`config.mk`:
```
export PLATFORM = sky130hd
export DESIGN_NAME = uart_tx_arbiter_flat
export DESIGN_NICKNAME = d
export VERILOG_FILES = /design/src/rtl/uart_tx_arbiter_if.sv /design/src/rtl/uart_tx_arbiter.sv /design/src/flat_wrapper.sv
export SDC_FILE = /design/constraint.sdc
export NUM_CORES = 1
export LEC_CHECK = 0
export BUFFER_PORTS_ARGS = -buffer_cell sky130_fd_sc_hd__buf_2
export CORE_MARGIN = 5
export CORE_UTILIZATION = 59
export CTS_CLUSTER_DIAMETER = 60
export DETAILED_ROUTE_END_ITERATION = 10
export PLACE_DENSITY = 0.95
export SYNTH_ARGS = -nofsm -noshare
export SYNTH_HDL_FRONTEND = slang
export SYNTH_SLANG_ARGS = --single-unit
```
`constraint.sdc`:
```
create_clock -name clk -period 6.95 [get_ports clk]
set_input_delay 1.0425 -clock clk [delete_from_list [all_inputs] [get_ports clk]]
set_output_delay 1.0425 -clock clk [all_outputs]
set_load 0.01 [all_outputs]
```
`src/rtl/uart_tx_arbiter_if.sv`:
```
// Bus between the byte producers, the arbiter and the UART transmitter.
//   req/data : per-source request level and byte slice (data[i*DWL +: DWL] pairs with req[i])
//   ack      : one-hot capture pulse back to the sources
//   tx_we/tx_data/tx_busy : UART_Tx write strobe, parallel byte and busy flag
//   gnt_id/active/err     : last granted source, arbiter not idle, start timeout pulse
interface uart_tx_arbiter_if #(
    parameter int unsigned DWL = 8,
    parameter int unsigned N   = 4
);
    localparam int unsigned IW = $clog2(N);

    logic [N-1:0]     req;
    logic [N*DWL-1:0] data;
    logic [N-1:0]     ack;
    logic             tx_we;
    logic [DWL-1:0]   tx_data;
    logic             tx_busy;
    logic [IW-1:0]    gnt_id;
    logic             active;
    logic             err;

    // Environment side: producers plus the UART busy flag.
    modport master (
        output req, data, tx_busy,
        input  ack, tx_we, tx_data, gnt_id, active, err
    );

    // Arbiter side.
    modport slave (
        input  req, data, tx_busy,
        output ack, tx_we, tx_data, gnt_id, active, err
    );
endinterface

```
`src/rtl/uart_tx_arbiter.sv`:
```
// Round-robin arbiter sharing one UART transmitter among N byte sources.
// Grants one requester, captures its byte, holds tx_we until tx_busy confirms
// capture, waits for the frame to end plus GAP idle cycles, then re-arbitrates.
//   clk  : system clock, rising edge
//   rst  : asynchronous active-high reset
//   bus  : uart_tx_arbiter_if.slave (requests, bytes, acks, UART write side, status)
module uart_tx_arbiter #(
    parameter int unsigned DWL           = 8,
    parameter int unsigned N             = 4,
    parameter int unsigned GAP           = 0,
    parameter int unsigned START_TIMEOUT = 16384
) (
    input  logic              clk,
    input  logic              rst,
    uart_tx_arbiter_if.slave  bus
);
    localparam int unsigned IW      = $clog2(N);
    localparam int unsigned CNT_MAX = (START_TIMEOUT > GAP) ? START_TIMEOUT : GAP;
    localparam int unsigned CW      = $clog2(CNT_MAX + 1);

    typedef enum logic [1:0] {
        S_IDLE,
        S_START,
        S_DONE,
        S_GAP
    } state_t;

    state_t         state_q, state_d;
    logic [CW-1:0]  cnt_q, cnt_d;
    logic [IW-1:0]  ptr_q, ptr_d;
    logic [IW-1:0]  gnt_id_q, gnt_id_d;
    logic [DWL-1:0] tx_data_q, tx_data_d;
    logic           tx_we_q, tx_we_d;
    logic [N-1:0]   ack_q, ack_d;
    logic           err_q, err_d;
    logic           active_q, active_d;

    logic           win_found;
    logic [IW-1:0]  win_idx;
    logic [IW-1:0]  cand;
    logic [DWL-1:0] win_data;

    // Round-robin search starting just after the last winner.
    always_comb begin
        win_found = 1'b0;
        win_idx   = '0;
        cand      = '0;
        for (int unsigned k = 1; k <= N; k++) begin
            cand = IW'((32'(ptr_q) + k) % N);
            if (!win_found && bus.req[cand]) begin
                win_found = 1'b1;
                win_idx   = cand;
            end
        end
    end

    // Byte slice of the winning source.
    always_comb begin
        win_data = '0;
        for (int unsigned k = 0; k < N; k++) begin
            if (win_idx == IW'(k)) begin
                win_data = bus.data[k*DWL +: DWL];
            end
        end
    end

    // Next-state and next-output logic.
    always_comb begin
        state_d   = state_q;
        cnt_d     = cnt_q;
        ptr_d     = ptr_q;
        gnt_id_d  = gnt_id_q;
        tx_data_d = tx_data_q;
        tx_we_d   = tx_we_q;
        ack_d     = '0;
        err_d     = 1'b0;

        case (state_q)
            S_IDLE: begin
                // A busy UART here is a foreign or leftover frame: hold off.
                if (win_found && !bus.tx_busy) begin
                    tx_data_d      = win_data;
                    gnt_id_d       = win_idx;
                    ptr_d          = win_idx;
                    ack_d[win_idx] = 1'b1;
                    tx_we_d        = 1'b1;
                    cnt_d          = '0;
                    state_d        = S_START;
                end
            end
            S_START: begin
                if (bus.tx_busy) begin
                    tx_we_d = 1'b0;
                    state_d = S_DONE;
                end else if (cnt_q == CW'(START_TIMEOUT - 1)) begin
                    // Byte is dropped; the source was already acknowledged.
                    tx_we_d = 1'b0;
                    err_d   = 1'b1;
                    state_d = S_IDLE;
                end else begin
                    cnt_d = cnt_q + CW'(1);
                end
            end
            S_DONE: begin
                if (!bus.tx_busy) begin
                    if (GAP == 0) begin
                        state_d = S_IDLE;
                    end else begin
                        cnt_d   = CW'(GAP - 1);
                        state_d = S_GAP;
                    end
                end
            end
            S_GAP: begin
                if (cnt_q == '0) begin
                    state_d = S_IDLE;
                end else begin
                    cnt_d = cnt_q - CW'(1);
                end
            end
            default: begin
                state_d = S_IDLE;
            end
        endcase

        active_d = (state_d != S_IDLE);
    end

    // State and output registers.
    always_ff @(posedge clk or posedge rst) begin
        if (rst) begin
            state_q   <= S_IDLE;
            cnt_q     <= '0;
            ptr_q     <= IW'(N - 1);
            gnt_id_q  <= '0;
            tx_data_q <= '0;
            tx_we_q   <= 1'b0;
            ack_q     <= '0;
            err_q     <= 1'b0;
            active_q  <= 1'b0;
        end else begin
            state_q   <= state_d;
            cnt_q     <= cnt_d;
            ptr_q     <= ptr_d;
            gnt_id_q  <= gnt_id_d;
            tx_data_q <= tx_data_d;
            tx_we_q   <= tx_we_d;
            ack_q     <= ack_d;
            err_q     <= err_d;
            active_q  <= active_d;
        end
    end

    assign bus.ack     = ack_q;
    assign bus.tx_we   = tx_we_q;
    assign bus.tx_data = tx_data_q;
    assign bus.gnt_id  = gnt_id_q;
    assign bus.active  = active_q;
    assign bus.err     = err_q;
endmodule

```
`src/flat_wrapper.sv`:
```
// flat-port wrapper written by rule: the top's interface ports become plain ports
module uart_tx_arbiter_flat 
#(
    parameter int unsigned DWL           = 8,
    parameter int unsigned N             = 4,
    parameter int unsigned GAP           = 0,
    parameter int unsigned START_TIMEOUT = 16384
)
  (clk, rst, bus_req, bus_data, bus_tx_busy, bus_ack, bus_tx_we, bus_tx_data, bus_gnt_id, bus_active, bus_err);
  uart_tx_arbiter_if #(.DWL(DWL), .N(N)) bus_i ();
  input  logic clk;
  input  logic rst;
  input wire logic [$bits(bus_i.req)-1:0] bus_req;
  input wire logic [$bits(bus_i.data)-1:0] bus_data;
  input wire logic [$bits(bus_i.tx_busy)-1:0] bus_tx_busy;
  output wire logic [$bits(bus_i.ack)-1:0] bus_ack;
  output wire logic [$bits(bus_i.tx_we)-1:0] bus_tx_we;
  output wire logic [$bits(bus_i.tx_data)-1:0] bus_tx_data;
  output wire logic [$bits(bus_i.gnt_id)-1:0] bus_gnt_id;
  output wire logic [$bits(bus_i.active)-1:0] bus_active;
  output wire logic [$bits(bus_i.err)-1:0] bus_err;
  assign bus_i.req = bus_req;
  assign bus_i.data = bus_data;
  assign bus_i.tx_busy = bus_tx_busy;
  assign bus_ack = bus_i.ack;
  assign bus_tx_we = bus_i.tx_we;
  assign bus_tx_data = bus_i.tx_data;
  assign bus_gnt_id = bus_i.gnt_id;
  assign bus_active = bus_i.active;
  assign bus_err = bus_i.err;
  uart_tx_arbiter #(.DWL(DWL), .N(N), .GAP(GAP), .START_TIMEOUT(START_TIMEOUT)) u_core (.clk(clk), .rst(rst), .bus(bus_i));
endmodule
```
==> impl_metrics.json <==
{
  "outcome": "finished, final reports clean",
  "rsz0062_at_grt": "false",
  "firstDrtPassIters": 5,
  "initial_utilization_pct": 59.80,
  "p_int_uw": 642.8,
  "htreeDepth": 2,
  "dpl_cell_area_um2": 2789,
  "cts_buffers": 5,
  "syn2layout_area_growth_pct": 13.05,
  "dieArea_um2": 5737,
  "chipWidth_um": 75.74,
  "post_cts_resized": 0,
  "worst_hold_path_type": "reg -> reg",
  "grt_pass1_vias": 2221,
  "ios": 56,
  "place_congestion": 0.9789,
  "overflow": 0,
  "power.share.switching_pct": 46.38,
  "synth.avg_cell_area_um2": 9.172,
  "clock_power_share_pct": 13.2,
  "clkTransAtPathRegs_ps": 80,
  "route.detailed.drc": 0,
  "clock_latency_ps": 290,
  "synthArstFlopShare_pct": 100.0,
  "ys_seq_elements": 36,
  "ant_nets": 0,
  "setup_viol": 0,
  "routed_wl_um": 6676,
  "final_cell_mix": "buf_2 (55), dfrtp_1 (34), nand2_1 (32)",
  "cp-end-kind": "flop",
  "hpwl_um": 4793,
  "arrival_ps": 3490,
  "portBuffers": 55,
  "final_common_cell": "buf_2",
  "postCtsSetupBuffers": 0,
  "finalCritPeriodShare_pct": 47.69,
  "grtUsageTotal_pct": 23.30,
  "regArea_um2": 903.4,
  "yosysSeqAreaShare_pct": 35.43,
  "cts_hold_buffers": 0,
  "r2r_cells": 9,
  "cts_tree": "yes",
  "stdcell_area_um2": 2883,
  "p_leak_uw": 0.001327,
  "cp_cell_sequence": "nand2_4, xnor2_1, ha_1, o311a_1, o22ai_4, o32ai_4, a21oi_2, mux2_1, a221o_1",
  "n_fill_cell": 335,
  "comb_power_share_pct": 51.5,
  "p_switching_uw": 556.0,
  "hold_viol": 0,
  "path_delay_family": "compound AO/OA/AOI/OAI gates",
  "vias": 2424,
  "routed_via_density": 6.430,
  "tightest_slew_ps": 1192,
  "vdd_drop_max_mv": 0.1833,
  "clk_path_buf_depth": 2,
  "fin_nets": 365,
  "cp_slowest_stage_delay_ps": 930,
  "maxSlewViolCount": 0,
  "synth_edf_count": 0,
  "ys_warn_count": 0,
  "cp.required_ps": 7130,
  "rrSetupSlack_ps": 3640,
  "period_minus_slack_ps": 3315,
  "critical_path_class": "reg -> reg",
  "die_h_um": 75.74,
  "finalSetupTns_ps": 0,
  "holdPathStages": 1,
  "skew_ps": 6.993,
  "p_seq_share_pct": 35.3,
  "row_count": 24,
  "drt_iter0_markers": 208,
  "clock.fmax_mhz": 301.7,
  "crit_fanout": 28,
  "start_kind": "flop",
  "cp.buffers_inverters": 0,
  "grt_pass1_wl_um": 10210,
  "routedWlPerCell_um": 17.71,
  "syn_area_um2": 2550,
  "final_util_pct": 67.61,
  "finalPower_uw": 1199,
  "drv_cap": 0,
  "cellPowerDensity_nw_per_um2": 415.9,
  "whs_endpoint": "u_core.bus.gnt_id[1]",
  "core_area_um2": 4264,
  "relSlewSlack_pct": 20.34,
  "grt_start_max_net_pins": 37,
  "syn_nets": 319,
  "syn-instance-count": 278,
  "multiInputGateArea_um2": 1481,
  "drive_above_1_share_pct": 28.31,
  "cts.sinks": 36,
  "min_from": "u_core.bus.gnt_id[1]",
  "r2r_end": "u_core.cnt_q[14]",
  "cts-root-buf": "clkbuf_8",
  "diodes": 0,
  "synth_ff_type": "dfrtp_1",
  "r2r-start": "u_core.state_q[0]",
  "antenna_found_initial": 0,
  "ys_types": 65,
  "timing.critical_path.slowest_stage_cell": "dfrtp_1"
}
cell families after synthesis:
family                   share of synthesized area, %
flip-flops                                      35.43
buffers and inverters                           7.409
adder cells (fa/ha/maj)                        0.9812
AO/OA/AOI/OAI                                   19.48
AND/OR/NAND/NOR                                 22.77
multiplexers                                    11.87
XOR/XNOR                                        2.061
layout make-up:
| type | instances | area share (%) |
|---|---|---|
| clock inverter | 1 | 0.2604 |
| multi-input combinational | 213 | 51.39 |
| clock buffer | 7 | 2.995 |
| sequential | 36 | 31.34 |
| inverter | 11 | 1.693 |
| tap | 52 | 2.257 |
| timing repair buffer | 57 | 10.07 |
how the worst max path moves through the flow:
stage	start	end	slack (ps)	depth (start not counted)
4_1_cts	u_core.state_q[0]	u_core.cnt_q[14]	3690	9
2_1_floorplan	u_core.state_q[1]	u_core.cnt_q[14]	4500	10
3_3_place_gp	u_core.state_q[0]	u_core.cnt_q[14]	3830	9
3_5_place_dp	u_core.state_q[0]	u_core.cnt_q[14]	3770	9
5_1_grt	u_core.state_q[0]	u_core.cnt_q[14]	3520	9
6_report	u_core.state_q[0]	u_core.cnt_q[14]	3640	9
sequential cells by signal, summed over array words and instances, names as in the netlist:
signal / cells
u_core.ptr_q: 2
u_core.bus.tx_data: 8
u_core.bus.tx_we: 1
u_core.bus.err: 1
u_core.bus.gnt_id: 2
u_core.cnt_q: 15
u_core.bus.ack: 4
u_core.state_q: 2
u_core.bus.active: 1
power by group through the flow:
| stage | sequential [uW] | clock, uW | combinational (uW) |
|---|---|---|---|
| after CTS | 418 | 158 | 612 |
| after floorplan | 365 | 0 | 532 |
| after global routing | 436 | 167 | 676 |
| after global placement | 415 | 0 | 579 |
| after detailed placement | 421 | 0 | 603 |
| final | 424 | 158 | 617 |
metrics by stage:
stage          setup slack (ps)  std cells  hold slack, ps
2_1_floorplan              4497        278           483.8
3_3_place_gp               3832        369           456.8
3_5_place_dp               3770        369           464.5
4_1_cts                    3688        377           481.2
5_1_grt                    3523        377           498.4
6_report                   3635        377           484.6
cells in the mapped netlist (2+ instances only):
cell | n | share of area [%]
o31ai_1 | 5 | 1.5
mux2i_1 | 19 | 7.5
a22oi_1 | 3 | 0.88
nand4_1 | 3 | 0.74
nand2_1 | 32 | 4.7
nand2b_1 | 3 | 0.74
a21o_1 | 7 | 2.1
nor2_1 | 21 | 3.1
or3_1 | 6 | 1.5
o21ai_0 | 5 | 0.98
nor4_1 | 8 | 2.0
nor3_1 | 8 | 1.6
mux2_2 | 9 | 4.0
and4_2 | 2 | 0.79
a21oi_1 | 12 | 2.4
o21ai_1 | 17 | 3.3
and2_2 | 2 | 0.59
ha_1 | 2 | 0.98
inv_1 | 10 | 1.5
o221ai_1 | 3 | 1.0
nor4b_1 | 3 | 1.0
xnor2_1 | 5 | 1.7
dfrtp_1 | 34 | 33
nor2b_1 | 3 | 0.74
dfstp_2 | 2 | 2.1
and3_1 | 4 | 0.98
buf_2 | 6 | 1.2
clkbuf_1 | 4 | 0.59
buf_6 | 4 | 1.8
routing by layer:
| metal | GRT usage [%] | share of wire [%] |
|---|---|---|
| met1 | 29.18 | 39 |
| met2 | 38.21 | 52 |
| met3 | 6.201 | 6.7 |
| met4 | 8.932 | 1.9 |
| met5 | 0 | 0 |
(Power assumes the default switching activity.)
